==> config.mk <==
export PLATFORM = sky130hd
export DESIGN_NAME = sim_run_controller
export DESIGN_NICKNAME = d
export VERILOG_FILES = /design/src/rtl/sim_ctrl_pkg.sv /design/src/rtl/sat_counter.sv /design/src/rtl/sim_run_controller.sv
export SDC_FILE = /design/constraint.sdc
export NUM_CORES = 1
export LEC_CHECK = 0
export ABC_AREA = 0
export CORE_MARGIN = 4
export CORE_UTILIZATION = 50
export DETAILED_ROUTE_END_ITERATION = 8
export PLACE_DENSITY = 0.81
export SETUP_SLACK_MARGIN = 0.02
export SYNTH_ARGS = -nofsm -noshare
export SYNTH_HDL_FRONTEND = slang
export SYNTH_SLANG_ARGS = --single-unit
==> constraint.sdc <==
create_clock -name clock -period 3.3 [get_ports clock]
set_clock_uncertainty 0.05 [all_clocks]
set_input_delay 0.825 -clock clock [delete_from_list [all_inputs] [get_ports clock]]
set_output_delay 0.825 -clock clock [all_outputs]
set_load 0.05 [all_outputs]
==> src/rtl/sim_ctrl_pkg.sv <==
// Shared definitions for the MIPS run/reset sequencer.
// Holds the controller state encoding, the default exit syscall code and the
// register index that carries the syscall code ($v0).
package sim_ctrl_pkg;

  typedef enum logic [2:0] {
    ST_IDLE       = 3'd0,
    ST_RESET_HOLD = 3'd1,
    ST_RUN        = 3'd2,
    ST_HALTED     = 3'd3,
    ST_TIMEOUT    = 3'd4
  } state_e;

  localparam logic [31:0] DEFAULT_EXIT_CODE = 32'd10;
  localparam logic [4:0]  V0_REG_IDX        = 5'd2;

  // True when an executed syscall requests program exit.
  function automatic logic is_exit_syscall(input logic        valid,
                                           input logic [31:0] code,
                                           input logic [31:0] exit_code);
    return valid && (code == exit_code);
  endfunction

endpackage

==> src/rtl/sat_counter.sv <==
// Enable/clear counter with a terminal-value compare.
// Ports:
//   clk_i, rst_ni : clock, asynchronous active-low reset
//   clr_i         : synchronous clear (wins over enable)
//   en_i          : increment this cycle
//   term_i        : terminal value to compare against
//   count_o       : registered count (wraps modulo 2^CNT_W)
//   hit_o         : this increment lands exactly on term_i
module sat_counter
  import sim_ctrl_pkg::*;
#(
  parameter int CNT_W = 32
) (
  input  logic             clk_i,
  input  logic             rst_ni,
  input  logic             clr_i,
  input  logic             en_i,
  input  logic [CNT_W-1:0] term_i,
  output logic [CNT_W-1:0] count_o,
  output logic             hit_o
);

  logic [CNT_W-1:0] count_q, count_d;
  logic [CNT_W-1:0] next_s;

  assign next_s = count_q + {{(CNT_W-1){1'b0}}, 1'b1};

  // Next count: clear, increment or hold.
  always_comb begin
    count_d = count_q;
    if (clr_i) begin
      count_d = '0;
    end else if (en_i) begin
      count_d = next_s;
    end else begin
      count_d = count_q;
    end
  end

  // Count register.
  always_ff @(posedge clk_i or negedge rst_ni) begin
    if (!rst_ni) begin
      count_q <= '0;
    end else begin
      count_q <= count_d;
    end
  end

  // Hit is judged on the incremented value so the caller can act in the
  // same cycle the terminal value is reached.
  assign hit_o   = en_i && !clr_i && (next_s == term_i);
  assign count_o = count_q;

endmodule

==> src/rtl/sim_run_controller.sv <==
// Run/reset sequencer for the MIPS TopLevel core.
// Holds the core in reset for RESET_CYCLES clock-enabled cycles, then lets it
// run free or one cycle per step request, counting enabled cycles and retired
// instructions until an exit syscall (HALTED) or budget exhaustion (TIMEOUT).
// Ports:
//   clock, reset          : clock, asynchronous active-low reset
//   start                 : begin/restart a run (IDLE, HALTED, TIMEOUT only)
//   mode_step, step_req   : single-step mode select and step pulse
//   retire_valid          : core retired an instruction
//   syscall_valid/_code   : core executed a syscall with $v0 = code
//   core_reset/core_clk_en: reset and clock-enable driven to the core
//   state                 : FSM state encoding
//   cycle_count           : enabled run cycles since start
//   retired_count         : retired instructions since start
//   done, timed_out       : sticky run-end flags
// All outputs come straight from registers.
module sim_run_controller
  import sim_ctrl_pkg::*;
#(
  parameter int          CNT_W        = 32,
  parameter int          RESET_CYCLES = 1,
  parameter int unsigned MAX_CYCLES   = 200000,
  parameter logic [31:0] EXIT_CODE    = DEFAULT_EXIT_CODE
) (
  input  logic             clock,
  input  logic             reset,
  input  logic             start,
  input  logic             mode_step,
  input  logic             step_req,
  input  logic             retire_valid,
  input  logic             syscall_valid,
  input  logic [31:0]      syscall_code,
  output logic             core_reset,
  output logic             core_clk_en,
  output logic [2:0]       state,
  output logic [CNT_W-1:0] cycle_count,
  output logic [CNT_W-1:0] retired_count,
  output logic             done,
  output logic             timed_out
);

  localparam int HOLD_W = $clog2(RESET_CYCLES + 1);

  state_e            state_q, state_d;
  logic [HOLD_W-1:0] hold_q, hold_d;
  logic              core_reset_q, core_reset_d;
  logic              clk_en_q, clk_en_d;
  logic              done_q, done_d;
  logic              timed_out_q, timed_out_d;

  logic              clr_s;
  logic              cyc_en_s;
  logic              ret_en_s;
  logic              cyc_hit_s;
  logic              budget_hit_s;
  logic              exit_s;
  logic              retire_hit_unused_s;

  // Core inputs only matter on cycles the core actually saw a clock edge.
  assign cyc_en_s     = (state_q == ST_RUN) && clk_en_q;
  assign ret_en_s     = cyc_en_s && retire_valid;
  assign exit_s       = is_exit_syscall(syscall_valid, syscall_code, EXIT_CODE);
  assign budget_hit_s = (MAX_CYCLES != 32'd0) && cyc_hit_s;

  sat_counter #(.CNT_W(CNT_W)) u_cycle_cnt (
    .clk_i  (clock),
    .rst_ni (reset),
    .clr_i  (clr_s),
    .en_i   (cyc_en_s),
    .term_i (CNT_W'(MAX_CYCLES)),
    .count_o(cycle_count),
    .hit_o  (cyc_hit_s)
  );

  sat_counter #(.CNT_W(CNT_W)) u_retired_cnt (
    .clk_i  (clock),
    .rst_ni (reset),
    .clr_i  (clr_s),
    .en_i   (ret_en_s),
    .term_i ({CNT_W{1'b0}}),
    .count_o(retired_count),
    .hit_o  (retire_hit_unused_s)
  );

  // Next-state and next-output logic.
  always_comb begin
    state_d      = state_q;
    hold_d       = hold_q;
    core_reset_d = core_reset_q;
    clk_en_d     = 1'b0;
    done_d       = done_q;
    timed_out_d  = timed_out_q;
    clr_s        = 1'b0;

    case (state_q)
      ST_IDLE, ST_HALTED, ST_TIMEOUT: begin
        if (start) begin
          state_d      = ST_RESET_HOLD;
          hold_d       = HOLD_W'(RESET_CYCLES);
          core_reset_d = 1'b1;
          clk_en_d     = 1'b1;
          done_d       = 1'b0;
          timed_out_d  = 1'b0;
          clr_s        = 1'b1;
        end else begin
          state_d = state_q;
        end
      end

      ST_RESET_HOLD: begin
        // The core is clocked while in reset so it can settle its state.
        core_reset_d = 1'b1;
        clk_en_d     = 1'b1;
        if (hold_q == HOLD_W'(1)) begin
          state_d      = ST_RUN;
          core_reset_d = 1'b0;
          clk_en_d     = !mode_step || step_req;
        end else begin
          hold_d = hold_q - HOLD_W'(1);
        end
      end

      ST_RUN: begin
        core_reset_d = 1'b0;
        // In step mode each sampled step_req buys exactly one enabled cycle.
        clk_en_d     = !mode_step || step_req;
        if (cyc_en_s && exit_s) begin
          // Exit wins over a budget hit in the same cycle.
          state_d  = ST_HALTED;
          done_d   = 1'b1;
          clk_en_d = 1'b0;
        end else if (budget_hit_s) begin
          state_d     = ST_TIMEOUT;
          timed_out_d = 1'b1;
          clk_en_d    = 1'b0;
        end else begin
          state_d = ST_RUN;
        end
      end

      default: begin
        state_d      = ST_IDLE;
        core_reset_d = 1'b1;
      end
    endcase
  end

  // Controller state and output registers.
  always_ff @(posedge clock or negedge reset) begin
    if (!reset) begin
      state_q      <= ST_IDLE;
      hold_q       <= '0;
      core_reset_q <= 1'b1;
      clk_en_q     <= 1'b0;
      done_q       <= 1'b0;
      timed_out_q  <= 1'b0;
    end else begin
      state_q      <= state_d;
      hold_q       <= hold_d;
      core_reset_q <= core_reset_d;
      clk_en_q     <= clk_en_d;
      done_q       <= done_d;
      timed_out_q  <= timed_out_d;
    end
  end

  assign state       = state_q;
  assign core_reset  = core_reset_q;
  assign core_clk_en = clk_en_q;
  assign done        = done_q;
  assign timed_out   = timed_out_q;

endmodule

# Word level (Yosys, flattened, before mapping)
# Cells that the tools add are included.
dict set report word_totals {
  inputBits 39
  regBits 72
  out_inout_bits 71
  word_cells 67
}
dict set report classes {
  eq_ne 11
  mux 26
  add_sub_neg 3
  reduce_logical 19
}
# cell n
set ops {}
lappend ops {{$mux 32} 4}
lappend ops {{$add 32x1->32 const B} 2}
lappend ops {{$eq 32x18->1 const B} 1}
lappend ops {{$eq 32x4->1 const B} 1}
lappend ops {{$mux 1} 12}
lappend ops {{$mux 3} 4}
lappend ops {{$pmux 3 s3} 1}
lappend ops {{$ne 2x2->1 const B} 4}
lappend ops {{$reduce_bool 2->1} 4}
lappend ops {{$eq 3x2->1 const B} 2}
lappend ops {{$logic_and 1x1->1} 6}
lappend ops {{$pmux 1 s2} 3}
lappend ops {{$pmux 1 s3} 2}
lappend ops {{$reduce_and 2->1} 2}
lappend ops {{$reduce_and 4->1} 1}
lappend ops {{$eq 3x1->1 const B} 1}
lappend ops {{$eq 3x3->1 const B} 1}
lappend ops {{$logic_not 3->1} 1}
lappend ops {{$reduce_and 3->1} 1}
lappend ops {{$reduce_or 3->1} 1}
lappend ops {{$logic_not 1->1} 2}
lappend ops {{$ne 2x1->1 const B} 1}
lappend ops {{$logic_or 1x1->1} 1}
lappend ops {{$sub 1x1->1 const B} 1}

# Logic depth before layout (Yosys ltp)
# Gate-level depths: netlist of run 1.
dict set report depth {
  ltp_word 9
  ltp_mapped 9
  depth_no_buf 8
}

# Hierarchy
# Synthesis of run 1 repeated with hierarchy kept, for this count alone.
dict set report unflattened {
  cells_unflattened 693
  hier_area_um2 5721.7
}
# mod cells_each area_each_um2 n_inst
set by_module_without_submodules {}
lappend by_module_without_submodules {sat_counter 314 2585.0 2}
lappend by_module_without_submodules {sim_run_controller 65 551.8 1}

# Worst setup path before layout of run 1
# Ideal clock, no wire load.
dict set report synth_path {
  path_type {register to register}
  startpoint {reg u_cycle_cnt.count_q[0], in the netlist u_cycle_cnt.count_o[0]}
  endpoint {reg clk_en_q, in the netlist core_clk_en}
  path_buffers 0
  setup_ns 0.124
  t_required_ns 3.126
  stages_incl_launch_ff 9
  t_arrival_ns 2.963
  path_slack_ns 0.163
  period_less_slack_ns 3.137
  cell_sequence {dfrtp_1 -> ha_1 -> nand3_2 -> or4_4 -> nor4_4 -> xor2_1 -> nor4_4 -> nand2_1 -> a211o_1}
}
dict set report synth_between {
  elab_chain_cells 6
}
# item line_no
set synth_lines {}
lappend synth_lines {{start: declaration} sat_counter.sv:23} ;# logic [CNT_W-1:0] count_q, count_d;
lappend synth_lines {{start signal: assignment} sat_counter.sv:45} ;# count_q <= count_d;
lappend synth_lines {{$add 32x1->32} sat_counter.sv:26} ;# assign next_s = count_q + {{(CNT_W-1){1'b0}}, 1'b1};
lappend synth_lines {{$eq 32x18->1} sat_counter.sv:51} ;# assign hit_o = en_i && !clr_i && (next_s == term_i);
lappend synth_lines {{$logic_and 1x1->1} sat_counter.sv:51}
lappend synth_lines {{$mux 1} sim_run_controller.sv:132} ;# end else if (budget_hit_s) begin
lappend synth_lines {{$mux 1} sim_run_controller.sv:127} ;# if (cyc_en_s && exit_s) begin
lappend synth_lines {{$pmux 1 s3} sim_run_controller.sv:95} ;# case (state_q)
lappend synth_lines {{net clk_en_d} sim_run_controller.sv:47} ;# logic clk_en_q, clk_en_d;
lappend synth_lines {{end signal: assignment} sim_run_controller.sv:161} ;# clk_en_q <= clk_en_d;
lappend synth_lines {{end: declaration} sim_run_controller.sv:47}
# The timed path passes the listed nets, and every way through them passes these cells.
# A chain may end at the register's enable or synchronous reset.

# Worst setup path after layout of run 1
dict set report layout_path {
  startpoint {reg u_cycle_cnt.count_q[1], in the netlist u_cycle_cnt.count_o[1]}
  endpoint {reg clk_en_q, in the netlist core_clk_en}
}
# Same word-level chain as after synthesis.

==> metrics.csv, run 1 <==
metric,value,unit
GRT Residual Overflow,0,
share of cells above drive strength 1,7.99,%
clock sink total,72,
fin nets,650,
"Gates resized, CTS repair",0,
Initial DRC Count,194,
unrepaired setup endpoints after global routing,no,
Synth area leaders,"dfrtp_1, o21ai_0, xor2_1",
Critical path origin,u_cycle_cnt.count_o[1],
num rows,33,
Async SR Flop Fraction,100,%
worst rel slew slack,50.8,%
fin crit period,3.04,ns
first-pass GRT wire length,19.9,mm
hpwl dp,8.80,mm
Peak Freq,0.329,GHz
mapped cell area,0.00435,mm²
Final Worst Setup Slack,0.259,ns
via/cell ratio,5.90,
Routed Antenna Nets,0,
sequential share of the synthesized area,41.4,%
clk_lat worst skew,0.36,ns
maximum clock path buffer count,2,
die area,0.0103,mm²
worst vdd ir,246,µV
Pre-antenna DRT Iters,4,
pre-CTS setup slack,0.268,ns
total track usage,24.1,%
largest net degree at the start of global routing,34,
top-area cell type share of the netlist area,40.8,%
placed cells,702,
setup_tns,0,ns
mean post-synth cell area,8.64,µm²
Top Ports,110,
hold_buf cts,0,
GPL Wtd Cong,0.923,
non-filler cells in the finished layout,718,
Root Driver,clkbuf_8,
"Req. time, crit path",3.50,ns
Hold WC Path Type,in2async,
Core Area,0.00834,mm²
Slew @ Worst Pin,0.729,ns
crit path kind,reg2reg,
CTS tree,yes,
CTS Buf Count,9,
Synth-to-Final Area Change,31.8,%
final hold vios,0,
Syn Inst Count,504,
die span in x,101,µm
PortBufs,109,
#FFs+latches synth,72,
Post-synth EDFFs,0,
CP endpoint kind,flop,
Min Hold Slack,0.342,ns
initial antenna violation count,0,
top-count cell post-synth,dfrtp_1,
Yosys cell types,52,
wire per inst,16.7,µm
die height,101,µm
leak pwr,0.00232,µW
number of remaining DRC errors,0,
final setup vio count,0,
Synth Flop Type,dfrtp_1,
vias in the first global route,4126,
register clock-pin slew on the reported worst setup and hold paths,0.09,ns
fillers,671,
Initial Utilization,52.2,%
Max-Cap Viols,0,
ant diodes,0,
power density cells,400,mW/mm²
Synth area leader,dfrtp_1,
fin crit share,92.1,%
Max Slew Vio Count,0,
CP startpoint kind,flop,
Ys Warns,0,
Clock H-tree levels,3,
status,"complete, no violations",
Synth top cells by count,"dfrtp_1, nor2_1, o21ai_0",
setup bufs post-CTS,0,
synthesized net count,546,
via count,4239,
RR Startpoint,u_cycle_cnt.count_o[1],
Critical Path AT,3.24,ns
crit path max fanout,8,
Routed WL,12.0,mm
-- worst paths after layout --
path | slack (ns) | end | cells after the start
min in group clock | 0.44 | timed_out | 2
worst max register to register | 0.26 | core_clk_en | 8
worst min register to register | 0.44 | timed_out | 2
worst min-delay path | 0.34 | u_retired_cnt.count_o[17] | 1
worst max-delay path | 0.26 | core_clk_en | 8
max in group asynchronous | 2.04 | core_reset | 2
-- registers in the layout, indices dropped and copies added (netlist names) --
| name | count |
|---|---|
| core_clk_en | 1 |
| core_reset | 1 |
| done | 1 |
| hold_q | 1 |
| state | 3 |
| timed_out | 1 |
| u_cycle_cnt.count_o | 32 |
| u_retired_cnt.count_o | 32 |
-- per-stage QoR --
| stage | utilization [%] | power, µW | instance area, µm² |
|---|---|---|---|
| final | 68.8 | 2300 | 5740 |
| after global routing | 68.8 | 2390 | 5740 |
| after CTS | 68.8 | 2300 | 5740 |
| after detailed placement | 66.6 | 1630 | 5550 |
| after global placement | 66.6 | 1610 | 5550 |
| after floorplan | - | 1380 | 4350 |
-- metal layers --
metal | track usage (%) | vias up | routed length [µm]
li1 | - | 2033 | -
met1 | 31.5 | 2046 | 5040
met2 | 40.8 | 132 | 6130
met3 | 2.89 | 28 | 540
met4 | 9.20 | 0 | 303
met5 | 0 | - | 0
-- power by group --
part           switching [µW]  internal [µW]  total, µW
registers                90.8            937       1030
logic                     370            215        585
clock network             395            287        682
total                     856           1440       2300
-- critical path, cell delays in order (launching register included) --
cell and delay (ns):
dfrtp_1 0.50, ha_1 0.32, nand3_2 0.22, or4_4 0.62, nor4_4 0.33, xor2_1 0.16
nor4_4 0.35, nand2_1 0.09, a211o_1 0.30
-- placed cells by master (no fill, tap or decap), types with 9 or more instances in the layout --
| cell | count |
|---|---|
| a21oi_1 | 13 |
| and3_1 | 14 |
| buf_4 | 14 |
| clkbuf_8 | 9 |
| clkdlybuf4s50_1 | 108 |
| dfrtp_1 | 71 |
| nand2_1 | 53 |
| nand3_1 | 40 |
| nand4_1 | 15 |
| nor2_1 | 57 |
| nor3_1 | 10 |
| nor4_1 | 12 |
| o21ai_0 | 54 |
| xnor2_1 | 17 |
| xor2_1 | 26 |
-- layout make-up --
cell class	count	area [µm²]	area share [%]
multi-input cells	395	2400	41.8
flip-flops and latches	72	1800	31.4
clock buffers	9	124	2.16
inverters	7	26.3	0.458
repair buffers	123	1190	20.8
clock inverters	7	61.3	1.07
well taps	105	131	2.29
-- cell families (layout without fill, tap and decap cells) --
kind of cell / count (synthesis) / in the layout / share of synthesized area [%]
AO/OA/AOI/OAI: 104 / 104 / 14.5
XOR/XNOR: 43 / 43 / 8.65
adder cells (fa/ha/maj): 3 / 3 / 0.862
buffers and inverters: 37 / 146 / 3.48
flip-flops: 72 / 72 / 41.4
AND/OR/NAND/NOR: 245 / 245 / 31.1
(Power assumes the default switching activity.)
==> run 2, diff against run 1 <==
--- a/config.mk
+++ b/config.mk
@@ -9,7 +9,7 @@
 export CORE_MARGIN = 4
 export CORE_UTILIZATION = 50
 export DETAILED_ROUTE_END_ITERATION = 8
-export PLACE_DENSITY = 0.81
+export PLACE_DENSITY_LB_ADDON = 0.1
 export SETUP_SLACK_MARGIN = 0.02
 export SYNTH_ARGS = -nofsm -noshare
 export SYNTH_HDL_FRONTEND = slang
==> metrics.csv, run 2 (synthesis results as in run 1) <==
metric,value,unit
Hold WC Path Type,reg2reg,
first-pass GRT wire length,20.0,mm
status,"complete, no violations",
power density cells,410,mW/mm²
Critical path origin,u_cycle_cnt.count_o[0],
Gate power share,25.0,%
RR Startpoint,u_cycle_cnt.count_o[0],
internal power,1530,µW
CP startpoint kind,flop,
min-delay src,timed_out,
"Critical Path, Cell by Cell","ha_1, nand3_2, or4_4, nor4_4, xor2_1, nor4_4, nand2_1, a211o_1",
Reg2Reg Capture Point,core_clk_en,
maximum clock path buffer count,2,
setup_tns,0,ns
clk_lat worst skew,0.35,ns
final setup vio count,0,
Clk pwr share,31.7,%
sw frac,35.1,%
Buf/Inv on CP,0,
total track usage,24.2,%
"most common cell after layout, fill and taps aside",clkdlybuf4s50_1,
Root Driver,clkbuf_8,
Max Slew Vio Count,0,
setup bufs post-CTS,0,
Placement Cell Area,0.00555,mm²
"Core Util, Final",69.1,%
Core Area,0.00834,mm²
leak pwr,0.00234,µW
Pwr Total,2360,µW
Synth-to-Final Area Change,32.3,%
clock sink total,72,
wire per inst,16.7,µm
"Gates resized, CTS repair",0,
crit path max fanout,9,
Top Ports,110,
register share of total power,43.4,%
num rows,33,
CTS Buf Count,9,
die span in x,101,µm
fin crit period,3.03,ns
Slew @ Worst Pin,0.730,ns
share of cells above drive strength 1,7.99,%
Critical Path AT,3.21,ns
GRT Residual Overflow,0,
register clock-pin slew on the reported worst setup and hold paths,0.08,ns
fin crit share,91.7,%
most frequent cells in the layout,"clkdlybuf4s50_1, dfrtp_1, nor2_1",
Initial DRC Count,216,
Hold Path End,timed_out,
Peak Freq,0.331,GHz
largest net degree at the start of global routing,47,
hold_buf cts,0,
worst vdd ir,415,µV
final hold vios,0,
fin area,0.00576,mm²
CTS tree,yes,
"Req. time, crit path",3.48,ns
biggest cell delay along the critical path,0.62,ns
number of remaining DRC errors,0,
fin nets,650,
unrepaired setup endpoints after global routing,no,
initial antenna violation count,0,
Clock H-tree levels,3,
Routed Antenna Nets,0,
crit path kind,reg2reg,
reg2reg setup slack,0.27,ns
Max-Cap Viols,0,
Routed WL,12.0,mm
Slowest cell on crit path,or4_4,
via count,4246,
GPL Wtd Cong,0.887,
CP endpoint kind,flop,
vias in the first global route,4032,
hold path depth,2,
PortBufs,109,
Sw Pwr,830,µW
most frequent CP cell,nor4_4,
hpwl dp,8.73,mm
Pre-antenna DRT Iters,7,
ant diodes,0,
worst rel slew slack,50.7,%
family with the most delay on the worst path,simple AND/OR/NAND/NOR gates,
die area,0.0103,mm²
Initial Utilization,52.2,%
worst reg2reg path depth,8,
via/cell ratio,5.91,
die height,101,µm
-- run 2: worst max path at each step --
| stage | slack [ns] | endpoint | depth (start not counted) |
|---|---|---|---|
| after floorplan | 0.16 | core_clk_en | 8 |
| after global placement | 0.40 | core_clk_en | 8 |
| after detailed placement | 0.29 | core_clk_en | 8 |
| after CTS | 0.27 | core_clk_en | 8 |
| after global routing | 0.07 | core_clk_en | 8 |
| final | 0.27 | core_clk_en | 8 |
-- run 2: area by class of cell --
cell class,instances,area [µm²]
Fill cell,692,2580
Multi-Input combinational cell,395,2400
Sequential cell,72,1800
Timing Repair Buffer,123,1190
Clock buffer,10,138
Tap cell,105,131
Clock inverter,6,72.6
Inverter,7,26.3
-- run 2: layer usage --
metal	global-route usage, %	vias to the layer above	share of wire, %
met5	0	-	0
met4	6.54	0	1.7
met3	6.06	22	6.9
met2	39.9	151	50
met1	31.8	2043	42
li1	-	2030	-
-- run 2: through the flow --
step	cells	hold slack, ns	worst slack [ns]
after detailed placement	702	0.414	0.289
after global placement	702	0.404	0.398
final	718	0.430	0.275
after global routing	718	0.468	0.0712
after CTS	718	0.431	0.268
after floorplan	504	0.408	0.163
-- run 2: power by group through the flow --
| stage | sequential (µW) | clock, µW | combinational (µW) |
|---|---|---|---|
| global placement | 1030 | 0 | 580 |
| global route | 1040 | 804 | 635 |
| floorplan | 1220 | 0 | 164 |
| CTS | 1020 | 766 | 594 |
| detailed placement | 1040 | 0 | 588 |
| finish | 1020 | 749 | 590 |
-- run 2: worst min-delay path, stage by stage (launching register included) --
cell	delay, ns
dfrtp_1	0.35
nand2_1	0.05
nand2_1	0.05
